## config.mk

```make
export PLATFORM = sky130hd
export DESIGN_NAME = scoreboard_register_file
export DESIGN_NICKNAME = d
export VERILOG_FILES = /design/src/rtl/scoreboard_register_file.sv
export SDC_FILE = /design/constraint.sdc
export NUM_CORES = 2
export LEC_CHECK = 0
export ABC_AREA = 0
export CORE_MARGIN = 2
export CORE_UTILIZATION = 50
export CTS_BUF_LIST = sky130_fd_sc_hd__clkbuf_4
export DETAILED_ROUTE_END_ITERATION = 8
export PLACE_DENSITY = 0.81
export SETUP_SLACK_MARGIN = 0.4
export SLEW_MARGIN = 10
export SYNTH_ARGS = -nofsm -noshare
export SYNTH_HDL_FRONTEND = slang
export SYNTH_SLANG_ARGS = --single-unit
```

## constraint.sdc

```tcl
create_clock -name clk -period 35.9 [get_ports clk]
set_clock_uncertainty 0.1 [all_clocks]
set_input_delay 7.18 -clock clk [delete_from_list [all_inputs] [get_ports clk]]
set_output_delay 7.18 -clock clk [all_outputs]
set_load 0.005 [all_outputs]
```

## src/rtl/scoreboard_register_file.sv

```systemverilog
// scoreboard_register_file: 2R/1W register file with r0 = 0 and a per-register busy scoreboard.
// Optional same-cycle write-to-read bypass is enabled by defining REGFILE_BYPASS_EN.
module scoreboard_register_file #(
    parameter int DATA_WIDTH = 32,
    parameter int ADDR_WIDTH = 5
) (
    input  logic                  clk,
    input  logic                  reset,
    input  logic [ADDR_WIDTH-1:0] readRegister1,
    input  logic [ADDR_WIDTH-1:0] readRegister2,
    output logic [DATA_WIDTH-1:0] readData1,
    output logic [DATA_WIDTH-1:0] readData2,
    output logic                  readBusy1,
    output logic                  readBusy2,
    input  logic [ADDR_WIDTH-1:0] writeRegister,
    input  logic [DATA_WIDTH-1:0] writeData,
    input  logic                  regWrite,
    input  logic [ADDR_WIDTH-1:0] reserveRegister,
    input  logic                  reserve,
    output logic                  reserveGrant,
    output logic [ADDR_WIDTH:0]   busyCount
);
    localparam int DEPTH = 2 ** ADDR_WIDTH;
    logic [DATA_WIDTH-1:0] regs_q [DEPTH];
    logic [DEPTH-1:0]      busy_q, busy_d;
    logic [ADDR_WIDTH:0]   busy_count_q, busy_count_d;
    logic                  wr_en, same_reg, res_commit, inc, dec;

    assign wr_en        = regWrite & (writeRegister != '0);
    assign same_reg     = wr_en & (writeRegister == reserveRegister);
    assign reserveGrant = reserve & ((reserveRegister == '0) | ~busy_q[reserveRegister] | (regWrite & (writeRegister == reserveRegister)));
    assign res_commit   = reserveGrant & (reserveRegister != '0);
    // A reserve only adds to the count when it flips a clear bit; a write only subtracts when it clears a busy bit that no reserve re-sets.
    assign inc          = res_commit & ~busy_q[reserveRegister];
    assign dec          = wr_en & busy_q[writeRegister] & ~(res_commit & same_reg);
    assign busyCount    = busy_count_q;

    // Next busy vector: write clears first, a committed reserve then sets (reserve wins on a tie).
    always_comb begin
        busy_d = busy_q;
        if (wr_en) busy_d[writeRegister] = 1'b0;
        if (res_commit) busy_d[reserveRegister] = 1'b1;
        busy_count_d = busy_count_q + (ADDR_WIDTH+1)'(inc) - (ADDR_WIDTH+1)'(dec);
    end

    // Storage, scoreboard and counter; r0 is never written so it stays zero and never busy.
    always_ff @(posedge clk or posedge reset) begin
        if (reset) begin
            regs_q       <= '{default: '0};
            busy_q       <= '0;
            busy_count_q <= '0;
        end else begin
            if (wr_en) regs_q[writeRegister] <= writeData;
            busy_q       <= busy_d;
            busy_count_q <= busy_count_d;
        end
    end

`ifdef REGFILE_BYPASS_EN
    logic byp1, byp2;
    assign byp1 = wr_en & (readRegister1 == writeRegister);
    assign byp2 = wr_en & (readRegister2 == writeRegister);
    // Read ports forward a same-cycle write; reserve effects are not forwarded.
    always_comb begin
        readData1 = byp1 ? writeData : regs_q[readRegister1];
        readData2 = byp2 ? writeData : regs_q[readRegister2];
        readBusy1 = byp1 ? 1'b0 : busy_q[readRegister1];
        readBusy2 = byp2 ? 1'b0 : busy_q[readRegister2];
    end
`else
    // Read ports return stored state only.
    always_comb begin
        readData1 = regs_q[readRegister1];
        readData2 = regs_q[readRegister2];
        readBusy1 = busy_q[readRegister1];
        readBusy2 = busy_q[readRegister2];
    end
`endif
endmodule
```

==> flow_summary.toml <==
[status]
outcome = "finished clean"

[clock_tree]
htree_levels = 5
cts_tree = "done"
clock_latency_ns = 1.13
cts_root_buffer = "clkbuf_4"
cts-buffers-inserted = 296
ctsResizeCount = 0
clk_path_buf_depth = 4
clock-sinks = 1062
cts.clk_slew.worst_paths_ns = 0.06
cts_setup_buffers = 0
cts_hold_buf = 0

[yosys]
synth_nets = 3478
ys.flop_type = "dfrtp_1"
syn_inst = 3415
async_flop_share_pct = 100
syn_avg_cell_area_um2 = 16.6
synthDominantCellAreaShare_pct = 46.9
synth_area_leaders = "dfrtp_1, mux4_2, mux2_2"
synth_top_area_cell = "dfrtp_1"
ys_ff_latch = 1062
synth_edf_count = 0
synth_cell_types = 48
yosysSeqAreaShare_pct = 46.9
yosysWarnings = 0
syn_area_um2 = 56700

[drt]
routed_via_density = 6.65
drtIter0Drc = 3314
drtPass1Iterations = 5
final_antenna_net_count = 0
routedWlPerCell_um = 29.6
drcViolationCount = 0
vias = 34317
wirelength_um = 153000

[die]
die_h_um = 341
die_x_um = 341
initial_core_util_pct = 50.4
std_cell_rows = 123
core_um2 = 112000
io_pins = 129
dieArea_um2 = 116000

[sta]
slew-limit-headroom_pct = 24.4
hold_ws_ns = 0.298
tns_ns = 0
slew_viol_final = 0
fin_ws_ns = 16.20
clock.fmax_ghz = 0.0508
finalHoldViolCount = 0
period_minus_slack_ns = 19.70
finalCritPeriodShare_pct = 54.9
worst_slew_pin_slew_ns = 1.13
setup_viol = 0
rsz0062_at_grt = "no"

[cells_and_area]
final_cell_mix = "mux2_2, dfrtp_1, mux4_2"
final_common_cell = "mux2_2"
nNetsFinal = 3552
drive_gt1_share_pct = 61.9
fillers = 8645
synthToLayoutAreaGrowth_pct = 9.74
design_area_um2 = 62200
regArea_um2 = 26600
multi_input_area_um2 = 28500
utilization_pct = 55.3

[global_route]
grt_usage_pct = 26.8
globalRouteMet1Util_pct = 36.1
overflow = 0
grt_pass1_vias = 36417
antenna_found_initial = 6
grt_pass1_wl_um = 232000
grt.met2_usage_pct = 42.1
busiest_layer = "met2"
grt_max_degree = 172
grtUsageMet3_pct = 6.80

[placed_design]
dpl_cell_area_um2 = 58800
portBuffers = 128
globalplace.congestion = 0.820
dp_hpwl_um = 78200
pre_cts_ws_ns = 16.25

[hold_path]
min_to = "regs_q[1016]"
holdPathStages = 0
hp-class = "flop to flop"
min_from = "regs_q[1016]"

[worst_setup_path]
cp.arrival_ns = 12.42
worst_setup_path_start_kind = "primary input"
crit_path_max_fanout = 100
path_class = "primary input to output pin"
r2r_end = "busyCount[4]"
cp.required_ns = 28.62
r2r_cells = 13
r2r_slack_ns = 32.62
crit-reg2reg-launch = "busy_q[3]"
cp-end-kind = "output pin"

[pwr]
vdd_drop_max_mv = 0.0293
power_leakage_nw = 26.8
power_density_nw_per_um2 = 55.3

[job]
max_cap_violations = 0
## flip-flops by register name, indices dropped and copies added (netlist names)
name and cells:
regs_q 1024, busyCount 6, busy_q 32
## stage by stage
| stage | power (mW) | cells |
|---|---|---|
| after global routing | 3.61 | 5161 |
| final | 3.44 | 5161 |
| after floorplan | 2.17 | 3415 |
| after detailed placement | 2.40 | 4691 |
| after global placement | 2.35 | 4691 |
| after CTS | 3.46 | 5160 |
## power by group
group	total, mW	switching, mW	leakage, nW	internal, mW
sequential	1.60	0.171	13.6	1.43
combinational	0.779	0.272	11.1	0.507
clock	1.06	0.496	2.10	0.568
total	3.44	0.939	26.8	2.50
## final cells by class
| class | instances | area share, % |
|---|---|---|
| timing repair buffer | 173 | 2.70 |
| inverter | 22 | 0.139 |
| clock buffer | 420 | 5.07 |
| multi-input combinational | 1934 | 45.9 |
| antenna | 1 | 0.00402 |
| sequential | 1062 | 42.7 |
| clock inverter | 49 | 0.519 |
| tap | 1500 | 3.02 |
## per-layer routing
layer	up-vias	part of all wire, %
li1	13676	-
met5	-	0.042
met2	1633	49
met1	18640	39
met3	358	8.6
met4	10	3.5
## cells in the mapped netlist, types with 6 or more instances
cell type,instances
a22o_1,17
buf_1,35
buf_2,129
buf_4,12
buf_6,6
clkbuf_1,215
dfrtp_1,1062
ha_1,6
inv_1,22
mux2_2,1067
mux2i_1,12
mux4_2,666
nand2_1,42
nand3_1,9
nor2_1,25
o21ai_0,12
o22ai_1,7
xnor2_1,7
## worst max-delay path: stages
cell and delay [ns]:
buf_8 0.64, buf_4 0.75, buf_4 0.91, buf_4 0.89, mux4_2 0.60, mux4_2 0.49, mux2_2 0.35, clkdlybuf4s50_1 0.47
## logic make-up (layout without fill, tap and decap cells)
group,Yosys count,in the layout,share of synthesized area [%]
other cells,0,1,0
xor+xnor,10,10,0.154
mux,1745,1745,47.8
buf+inv,419,664,3.22
simple gates,111,111,0.977
flops,1062,1062,46.9
compound gates,61,61,0.779
fa+ha+maj,7,7,0.168
## how the worst max path moves through the flow
stage	from	endpoint	slack, ns	cells past startpoint
after floorplan	reset	busyCount[0]	13.97	1
after CTS	readRegister1[1]	readData1[26]	16.25	8
after detailed placement	readRegister1[1]	readData1[26]	16.25	8
after global routing	readRegister1[1]	readData1[26]	16.07	8
final	readRegister1[1]	readData1[26]	16.20	8
after global placement	readRegister1[1]	readData1[26]	16.27	8
No activity file was read; power rests on OpenSTA's default activity.
